===== src/rtl/ifu_fetch.sv =====
// Instruction fetch stage: holds the PC, reads imem with req/ack and presents the word to decode.
// Latency: ack in cycle M gives Fetch_ready in M+1; minimum fetch is 2 cycles from REQ entry.
// Backpressure: waits on imem_ack (timeout fault after TIMEOUT_CYCLES); holds the word until pc_update.
// Optional: define IFU_PERF_CNT_EN to add fetch_count/stall_count outputs.
module ifu_fetch #(
  parameter logic [31:0] RESET_PC       = 32'h0000_0000,
  parameter int unsigned TIMEOUT_CYCLES = 16
) (
  input  logic        soc_clk,
  input  logic        reset,
  output logic        imem_req,
  output logic [31:0] imem_addr,
  input  logic        imem_ack,
  input  logic [31:0] imem_rdata,
  output logic [31:0] instruction,
  output logic        Fetch_ready,
  output logic [31:0] pc,
  input  logic        pc_update,
  input  logic [31:0] pc_increment,
  input  logic        branch_taken,
  input  logic [31:0] branch_target,
  output logic        fetch_fault,
  output logic [1:0]  fault_cause
`ifdef IFU_PERF_CNT_EN
  ,
  output logic [31:0] fetch_count,
  output logic [31:0] stall_count
`endif
);

  typedef enum logic [1:0] {
    ST_RST   = 2'd0,
    ST_REQ   = 2'd1,
    ST_HOLD  = 2'd2,
    ST_FAULT = 2'd3
  } state_t;

  localparam logic [7:0] TMO_LIMIT = 8'(TIMEOUT_CYCLES);

  state_t      r_state;
  state_t      w_state_next;
  logic [7:0]  r_tmo_cnt;
  logic [31:0] r_pc;
  logic [31:0] r_instr;
  logic [1:0]  r_cause;
  logic [31:0] w_next_pc;
  logic        w_ack_take;
  logic        w_timeout;
  logic        w_advance;
  logic        w_misalign;
  logic        w_unused_tgt_lsb;

  // Branch targets are forced to halfword alignment, so bit 0 never matters.
  assign w_unused_tgt_lsb = branch_target[0];

  // Candidate next PC: branch path wins over sequential/JAL offset; add wraps mod 2^32.
  always_comb begin
    w_next_pc = r_pc + pc_increment;
    if (branch_taken) begin
      w_next_pc = {branch_target[31:1], 1'b0};
    end
  end

  // Next-state and output decode.
  always_comb begin
    w_state_next = r_state;
    w_ack_take   = 1'b0;
    w_timeout    = 1'b0;
    w_advance    = 1'b0;
    w_misalign   = 1'b0;
    imem_req     = 1'b0;
    Fetch_ready  = 1'b0;
    fetch_fault  = 1'b0;
    case (r_state)
      ST_RST: begin
        w_state_next = ST_REQ;
      end
      ST_REQ: begin
        imem_req = 1'b1;
        if (imem_ack) begin
          w_ack_take   = 1'b1;
          w_state_next = ST_HOLD;
        end else if ((r_tmo_cnt + 8'd1) == TMO_LIMIT) begin
          w_timeout    = 1'b1;
          w_state_next = ST_FAULT;
        end
      end
      ST_HOLD: begin
        Fetch_ready = 1'b1;
        // Only samples taken while already in HOLD count; the HOLD-entry edge is sampled in REQ.
        if (pc_update) begin
          if (w_next_pc[1]) begin
            w_misalign   = 1'b1;
            w_state_next = ST_FAULT;
          end else begin
            w_advance    = 1'b1;
            w_state_next = ST_REQ;
          end
        end
      end
      ST_FAULT: begin
        fetch_fault = 1'b1;
      end
      default: begin
        w_state_next = ST_RST;
      end
    endcase
  end

  // State register with synchronous active-low reset.
  always_ff @(posedge soc_clk) begin
    if (!reset) begin
      r_state <= ST_RST;
    end else begin
      r_state <= w_state_next;
    end
  end

  // PC, latched instruction, timeout counter and fault cause.
  always_ff @(posedge soc_clk) begin
    if (!reset) begin
      r_pc      <= RESET_PC;
      r_instr   <= 32'h0000_0000;
      r_cause   <= 2'b00;
      r_tmo_cnt <= 8'd0;
    end else begin
      if (r_state == ST_REQ) begin
        r_tmo_cnt <= w_ack_take ? 8'd0 : (r_tmo_cnt + 8'd1);
      end
      if (w_ack_take) begin
        r_instr <= imem_rdata;
      end
      if (w_advance) begin
        r_pc <= w_next_pc;
      end
      if (w_timeout) begin
        r_cause <= 2'b10;
      end
      if (w_misalign) begin
        r_cause <= 2'b01;
      end
    end
  end

  assign imem_addr   = r_pc;
  assign pc          = r_pc;
  assign instruction = r_instr;
  assign fault_cause = r_cause;

`ifdef IFU_PERF_CNT_EN
  logic [31:0] r_fetch_cnt;
  logic [31:0] r_stall_cnt;

  // Performance counters only move in REQ, so they naturally freeze in FAULT.
  always_ff @(posedge soc_clk) begin
    if (!reset) begin
      r_fetch_cnt <= 32'd0;
      r_stall_cnt <= 32'd0;
    end else if (r_state == ST_REQ) begin
      if (imem_ack) begin
        r_fetch_cnt <= r_fetch_cnt + 32'd1;
      end else begin
        r_stall_cnt <= r_stall_cnt + 32'd1;
      end
    end
  end

  assign fetch_count = r_fetch_cnt;
  assign stall_count = r_stall_cnt;
`endif

endmodule


===== config.mk =====
export PLATFORM = sky130hd
export DESIGN_NAME = ifu_fetch
export DESIGN_NICKNAME = d
export VERILOG_FILES = /design/src/rtl/ifu_fetch.sv
export SDC_FILE = /design/constraint.sdc
export NUM_CORES = 1
export LEC_CHECK = 0
export ABC_AREA = 1
export BUFFER_PORTS_ARGS = -buffer_cell sky130_fd_sc_hd__buf_4
export CORE_UTILIZATION = 51
export CTS_CLUSTER_DIAMETER = 100
export DETAILED_ROUTE_END_ITERATION = 8
export MAX_ROUTING_LAYER = met4
export PLACE_DENSITY = 0.8
export SKIP_CTS_REPAIR_TIMING = 1
export SLEW_MARGIN = 15
export SYNTH_ARGS = -nofsm -noshare
export SYNTH_HDL_FRONTEND = slang
export SYNTH_SLANG_ARGS = --single-unit

===== constraint.sdc =====
create_clock -name soc_clk -period 2.1 [get_ports soc_clk]
set_input_delay 0.21 -clock soc_clk [delete_from_list [all_inputs] [get_ports soc_clk]]
set_output_delay 0.21 -clock soc_clk [all_outputs]
set_load 0.01 [all_outputs]

==> impl_summary.txt, run 1 <==
----------------------------------------------------
[Status]
  Result of the run ... finished clean

[Timing]
  Share of the clock period used by the worst path ... 0.951
  Transition at the pin with the smallest max-transition slack ... 449 ps
  Final worst slack ... 104 ps
  Worst Clk Skew ... ~8.1 ps
  Final critical path time including I/O delays and setup ... roughly 2000 ps
  # setup viols final ... 0
  Setup repair after global routing missed its margin ... yes
  Achievable Freq ... approximately 0.50 GHz
  Relative slew slack ... 0.701
  Number of hold violations in the final report ... 0
  Worst hold slack ... approximately 100 ps
  Max-slew violation total from the final report ... 0
  Total negative slack ... 0 ps

[Critical path]
  Length in cells of the worst reg-to-reg path ... 9
  Data required, critical path ... 2340 ps
  Launch point of the worst reg-to-reg path ... imem_addr[0]
  Worst reg2reg setup slack ... 100 ps
  Maximum fanout along the worst path ... 22
  CP startpoint kind ... flop
  Arrival time at the worst endpoint ... between 2000 and 2500 ps
  Reg-to-reg critical path endpoint ... imem_addr[4]
  Element type at the critical path end ... flop
  Crit Path Category ... flop to flop

[Logic synthesis]
  Cell types with the largest area share after synthesis ... sky130_fd_sc_hd__dfxtp_1 (26%), sky130_fd_sc_hd__nand2_1 (19%), sky130_fd_sc_hd__nor2_1 (9.2%), sky130_fd_sc_hd__inv_1 (8.6%), sky130_fd_sc_hd__ha_1 (7.8%)
  Ranking of synthesized cells by instance count ... sky130_fd_sc_hd__nand2_1 (289), sky130_fd_sc_hd__nor2_1 (142), sky130_fd_sc_hd__inv_1 (132)
  Netlist area before placement ... approximately 0.0058 mm2
  Number of enable-type register cells in the synthesized netlist ... 0
  Yosys reg bits ... 76
  Post-synthesis area per instance ... about 6 um2
  Share of the synthesized area in the top cell type ... 0.264
  Synth Warn # ... 0
  Count of mapped cells out of synthesis ... 965
  Most common flop cell mapped by yosys ... sky130_fd_sc_hd__dfxtp_1
  Seq/Total Area, Yosys ... 0.264
  Dominant cell by count in the synthesized netlist ... sky130_fd_sc_hd__nand2_1
  Number of unique standard cell types used by synthesis ... 34
  Syn nets ... between 1000 and 1500
  Synth async-reset ratio ... 0
  Largest area contributor in the synthesized netlist ... sky130_fd_sc_hd__dfxtp_1

[Clock tree]
  Clk root buf ... sky130_fd_sc_hd__clkbuf_16
  Clock slew at the register clock pins of the worst setup and hold paths ... 60 ps
  Max Root-Sink Buffers ... 2
  TritonCTS clock tree ... yes
  Number of CTS-inserted buffers ... 9
  Insertion delay to the later sink of the worst-skew pair ... roughly 360 ps
  Number of levels the H-tree was split into ... 3
  # clock sinks ... between 70 and 80

[Global routing]
  Number of global-route vias before repair ... 5591
  First-pass GRT wire length ... approximately 25 mm
  Maximum number of pins on one net before global-route repair ... 53
  Aggregate global routing overflow ... 0
  Overall global routing resource usage ... 0.284
  Antenna violations before repair ... 0

[Cells and area]
  Final non-filler cell area ... approximately 0.0077 mm2
  Count of antenna diodes in the layout ... 0
  Relative area change from synthesis to final layout ... 32.7%
  Reg area ... between 0.0015 and 0.002 mm2
  Total of fill cells in the finished design ... between 1000 and 1500
  Final-stage net count ... approximately 1300
  Total area of multi-input combinational cells ... approximately 0.0035 mm2
  Share of layout cells above drive strength 1 ... 0.237

[Pwr]
  Power per unit of standard cell area ... 763 mW/mm2
  Combinational Power Share ... 0.397
  Maximum vdd ir drop ... ~670 uV
  Fraction of power consumed by sequential logic ... 0.318
  Share of total power consumed by net switching ... 0.375
  Power dissipated by switching net loads ... 2.19 mW
  Static Leak ... between 4 and 5 nW
  Clk pwr share ... 0.284
  Power Total ... about 5.8 mW
  Internal Power ... 3.65 mW

[Floorplan]
  Core region area ... around 0.011 mm2
  Area of the die ... 0.0117 mm2
  Die Wd ... roughly 110 um
  Num rows ... 38
  Initial cell density of the core ... 0.527
  Ports placed on the boundary ... 202
  Die height ... 108 um

[Job]
  Number of max-cap violations ... 0

[Route]
  Post-DRT Antenna Nets ... 0
  Pre-antenna DRT Iters ... 5
  Total DRC errors in the routed layout ... 0
  Avg Vias per Cell ... 4.90
  DR iter-0 viols ... roughly 380
  Count of vias placed by the detailed router ... 6276
  Sum of routed wire length over all layers ... between 15 and 20 mm
  Per-cell routed wire length ... 13.0 um

[Hold path]
  Worst Min Path Start ... imem_rdata[1]
  Worst hold path cell count ... 3
  Worst hold-check path type ... input port to flop
  Hold-critical path endpoint ... instruction[1]

[Placed design]
  Total placed instance area ... 0.00723 mm2
  Half-perimeter wire length after detailed placement ... 12.4 mm
  Total of buffers placed on input and output ports ... 200
  Minimum setup slack after placement ... around 38 ps
  Routability-driven placement congestion ratio ... about 0.90

----------------------------------------------------
==> flip-flops by register name, indices dropped and copies added (netlist names) <==
name / count
fault_cause: 2
imem_addr: 32
instruction: 32
r_state: 2
r_tmo_cnt: 8
==> metrics by stage <==
stage,instances,utilization
final,1281,0.700
after CTS,1280,0.689
after detailed placement,1264,0.661
after floorplan,965,-
after global routing,1281,0.700
after global placement,1264,0.661
==> power by group through the flow <==
stage               logic (mW)  clock network, mW  registers (mW)
floorplan                 1.30                  0            1.97
global placement          2.22                  0            1.88
detailed placement        2.26                  0            1.89
CTS                       2.27               1.68            1.86
global route              2.58               1.74            1.89
finish                    2.32               1.66            1.86
==> layer usage <==
layer  share of wire  wire length (um)  up-vias  GRT usage
met5               0                 0        -          -
met4           0.023               388        0     0.0849
met3           0.067              1110       27     0.0561
met2            0.47              7840      196      0.470
met1            0.44              7360     2750      0.349
li1                -                 -     3303          -
==> layout by cell type, fill, tap and decap left out, drive strengths merged, types with 7 or more instances in the layout <==
cell / synthesis / layout
nand2: 296 / 296
buf: 41 / 216
nor2: 145 / 145
inv: 134 / 137
a21oi: 77 / 77
dfxtp: 76 / 76
o21ai: 53 / 53
nand3: 48 / 48
ha: 36 / 36
xor2: 18 / 18
clkbuf: 16 / 10
nor3: 7 / 7
==> worst max path at each step <==
| stage | start | to | slack, ps |
|---|---|---|---|
| 3_3_place_gp | imem_addr[0] | imem_addr[28] | 60 |
| 5_1_grt | imem_addr[22] | imem_addr[25] | -40 |
| 3_5_place_dp | imem_addr[0] | imem_addr[28] | 40 |
| 4_1_cts | imem_addr[0] | imem_addr[28] | 40 |
| 6_report | imem_addr[0] | imem_addr[4] | 100 |
| 2_1_floorplan | imem_addr[0] | imem_addr[13] | 70 |
==> cell type report <==
cell class | instances | area share
clock buffer | 9 | 0.0294
clock inverter | 7 | 0.0108
inverter | 135 | 0.0662
multi-input combinational | 697 | 0.453
sequential | 76 | 0.199
tap | 140 | 0.0229
timing repair buffer | 217 | 0.219
==> cells by family (layout without fill, tap and decap cells) <==
kind of cell             Yosys count  in the layout  synth area share
AO/OA/AOI/OAI                    136            136             0.123
XOR/XNOR                          20             20            0.0304
adder cells (fa/ha/maj)           37             37            0.0816
buffers and inverters            192            368             0.150
flip-flops                        76             76             0.264
AND/OR/NAND/NOR                  504            504             0.352
==> worst max-delay path, stage by stage, from the launching register on <==
cell,delay [ps]
sky130_fd_sc_hd__dfxtp_1,340
sky130_fd_sc_hd__ha_2,190
sky130_fd_sc_hd__inv_1,50
sky130_fd_sc_hd__fa_2,550
sky130_fd_sc_hd__o21ai_4,80
sky130_fd_sc_hd__nor3_4,160
sky130_fd_sc_hd__inv_2,100
sky130_fd_sc_hd__clkbuf_16,210
sky130_fd_sc_hd__a21oi_1,140
sky130_fd_sc_hd__a21oi_1,80
(Power assumes the default switching activity.)
==> inputs of run 2 (changes only) <==
--- a/config.mk
+++ b/config.mk
@@ -10,9 +10,9 @@
 export CORE_UTILIZATION = 51
 export CTS_CLUSTER_DIAMETER = 100
 export DETAILED_ROUTE_END_ITERATION = 8
+export HOLD_SLACK_MARGIN = 0.15
 export MAX_ROUTING_LAYER = met4
 export PLACE_DENSITY = 0.8
-export SKIP_CTS_REPAIR_TIMING = 1
 export SLEW_MARGIN = 15
 export SYNTH_ARGS = -nofsm -noshare
 export SYNTH_HDL_FRONTEND = slang
==> constraint.sdc (replaced) <==
create_clock -name soc_clk -period 1.9 [get_ports soc_clk]
set_input_delay 0.19 -clock soc_clk [delete_from_list [all_inputs] [get_ports soc_clk]]
set_output_delay 0.19 -clock soc_clk [all_outputs]
set_load 0.01 [all_outputs]
==> impl_summary.txt, run 2 (synthesis results as in run 1) <==
----------------------------------------------------
[Status]
  Result of the run ... finished with violations
  Failing checks ... negative setup slack

[Cells and area]
  Share of layout cells above drive strength 1 ... 0.289
  Final non-filler cell area ... 0.00858 mm2
  Count of antenna diodes in the layout ... 0
  Relative area change from synthesis to final layout ... 48.7%
  Total area of multi-input combinational cells ... between 0.003 and 0.004 mm2
  Total of fill cells in the finished design ... 800
  Final cell count without fillers ... ~1400
  Reg area ... between 0.0015 and 0.002 mm2
  Final-stage net count ... approximately 1300
  Highest-count cells in the layout ignoring fill and taps ... sky130_fd_sc_hd__nand2_1 (279), sky130_fd_sc_hd__buf_4 (239), sky130_fd_sc_hd__inv_1 (130), sky130_fd_sc_hd__nor2_1 (126), sky130_fd_sc_hd__dfxtp_1 (72)
  Most common library cell in the layout ignoring fill and taps ... sky130_fd_sc_hd__nand2_1

[Timing]
  Max-slew violation total from the final report ... 0
  Worst Clk Skew ... around 15 ps
  Final worst slack ... -76.1 ps
  Worst hold slack ... 163 ps
  # setup viols final ... 20
  Setup repair after global routing missed its margin ... yes
  Transition at the pin with the smallest max-transition slack ... roughly 480 ps
  Number of hold violations in the final report ... 0
  Share of the clock period used by the worst path ... 1.04
  Relative slew slack ... 0.683
  Achievable Freq ... 0.506 GHz
  Final critical path time including I/O delays and setup ... 1980 ps

[Global routing]
  First-pass GRT wire length ... approximately 30 mm
  Number of global-route vias before repair ... about 6700
  Aggregate global routing overflow ... 0
  Maximum number of pins on one net before global-route repair ... 52
  Overall global routing resource usage ... 0.347
  Antenna violations before repair ... 0

[Placed design]
  Half-perimeter wire length after detailed placement ... between 10 and 15 mm
  Dpl cells ... 1287
  Total of buffers placed on input and output ports ... 200
  Minimum setup slack after placement ... -98.5 ps
  Total placed instance area ... about 0.0074 mm2
  Routability-driven placement congestion ratio ... approximately 0.93

[Floorplan]
  Die height ... about 110 um
  Ports placed on the boundary ... 202
  Die Wd ... roughly 110 um
  Area of the die ... roughly 0.012 mm2
  Num rows ... 38
  Initial cell density of the core ... 0.527
  Core region area ... ~0.011 mm2

[Critical path]
  Crit Path Category ... flop to flop
  Cell chain of the critical path ... ha_4, inv_2, fa_2, o21ai_2, nor3_4, buf_4, nand3_1, a21oi_1
  Family with the most delay on the worst path ... adder cells
  Data required, critical path ... around 2200 ps
  Cell with the largest stage delay on the worst path ... sky130_fd_sc_hd__fa_2
  Element type at the critical path end ... flop
  Maximum single-stage delay on the critical path ... about 520 ps
  CP startpoint kind ... flop
  Maximum fanout along the worst path ... 18
  Number of buffers and inverters on the critical path ... 2
  Arrival time at the worst endpoint ... between 2000 and 2500 ps

[Pwr]
  Clk pwr share ... 0.269
  Internal Power ... around 4.2 mW
  Power per unit of standard cell area ... 807 mW/mm2
  Maximum vdd ir drop ... roughly 840 uV
  Power Total ... 6.92 mW
  Combinational Power Share ... 0.430
  Fraction of power consumed by sequential logic ... 0.301
  Power dissipated by switching net loads ... 2.70 mW
  Share of total power consumed by net switching ... 0.390
  Static Leak ... roughly 4.5 nW

[Route]
  Per-cell routed wire length ... 15.2 um
  Avg Vias per Cell ... between 5 and 6
  Post-DRT Antenna Nets ... 0
  Pre-antenna DRT Iters ... 5
  DR iter-0 viols ... approximately 430
  Total DRC errors in the routed layout ... 0
  Count of vias placed by the detailed router ... around 7100
  Sum of routed wire length over all layers ... between 20 and 25 mm

[Clock tree]
  Number of CTS-inserted buffers ... 9
  Number of levels the H-tree was split into ... 3
  TritonCTS clock tree ... yes
  Clock slew at the register clock pins of the worst setup and hold paths ... approximately 70 ps
  # clock sinks ... 76
  Max Root-Sink Buffers ... 2
  Insertion delay to the later sink of the worst-skew pair ... between 300 and 400 ps
  Clk root buf ... sky130_fd_sc_hd__clkbuf_16

[Job]
  Number of max-cap violations ... 0

[Hold path]
  Worst hold-check path type ... input port to flop

----------------------------------------------------
run 2: cell types whose count changed in the layout (fill, tap and decap cells not counted), moves of 4 or more:
cell	delta
sky130_fd_sc_hd__buf_4	+26
sky130_fd_sc_hd__a21oi_1	-19
sky130_fd_sc_hd__nand2_2	+6
sky130_fd_sc_hd__dlygate4sd3_1	+45
sky130_fd_sc_hd__nor2_1	-10
sky130_fd_sc_hd__nor2_2	+9
sky130_fd_sc_hd__a21oi_2	+19
sky130_fd_sc_hd__dfxtp_1	-4
sky130_fd_sc_hd__ha_1	-13
sky130_fd_sc_hd__ha_4	+12
sky130_fd_sc_hd__nand2_1	-6
run 2: layout make-up:
cell class | count | area share
Clock buffer | 9 | 0.0263
Multi-Input combinational cell | 697 | 0.435
Sequential cell | 76 | 0.178
Inverter | 135 | 0.0594
Tap cell | 140 | 0.0204
Timing Repair Buffer | 288 | 0.272
Clock inverter | 7 | 0.00934
run 2: final timing paths:
path | startpoint | end | slack (ps) | cells past startpoint
min | imem_ack | r_tmo_cnt[1] | 160 | 4
min reg2reg | r_tmo_cnt[6] | r_tmo_cnt[6] | 480 | 2
max reg2reg | imem_addr[0] | imem_addr[0] | -80 | 8
max | imem_addr[0] | imem_addr[0] | -80 | 8
run 2: repair_timing:
action / in CTS / in global routing
gates cloned: 2 / 0
pin swaps: 1 / 6
hold buffers: 45 / 0
buffers inserted: 0 / 2
resized for setup: 14 / 55
endpoints found under the setup margin: 23 / 32
endpoints found under the hold margin: 45 / 0
run 2: power by group through the flow:
stage | combinational [mW] | clock, mW | sequential (mW)
after floorplan | 1.46 | 0 | 2.18
after global placement | 2.54 | 0 | 2.07
after detailed placement | 2.59 | 0 | 2.08
after CTS | 2.73 | 1.84 | 2.05
after global routing | 3.22 | 1.92 | 2.12
final | 2.98 | 1.86 | 2.08
run 2: layer usage:
| layer | vias to the layer above | wire, um | global-route usage |
|---|---|---|---|
| met5 | - | 0 | - |
| met4 | 0 | 954 | 0.153 |
| met3 | 84 | 1510 | 0.0669 |
| met2 | 335 | 10100 | 0.609 |
| met1 | 3246 | 7950 | 0.380 |
| li1 | 3452 | - | - |
run 2: stage by stage:
step | setup TNS [ps] | utilization
2_1_floorplan | -1270 | -
3_5_place_dp | -483 | 0.680
4_1_cts | -132 | 0.757
5_1_grt | -2900 | 0.784
3_3_place_gp | -111 | 0.680
6_report | -332 | 0.784
run 2: worst reg2reg max path, cell delays in order, from the launching register on:
cell and delay [ps]:
sky130_fd_sc_hd__dfxtp_4 360, sky130_fd_sc_hd__ha_4 130, sky130_fd_sc_hd__inv_2 30, sky130_fd_sc_hd__fa_2 520, sky130_fd_sc_hd__o21ai_2 70, sky130_fd_sc_hd__nor3_4 180
sky130_fd_sc_hd__buf_4 280, sky130_fd_sc_hd__nand3_1 110, sky130_fd_sc_hd__a21oi_1 200
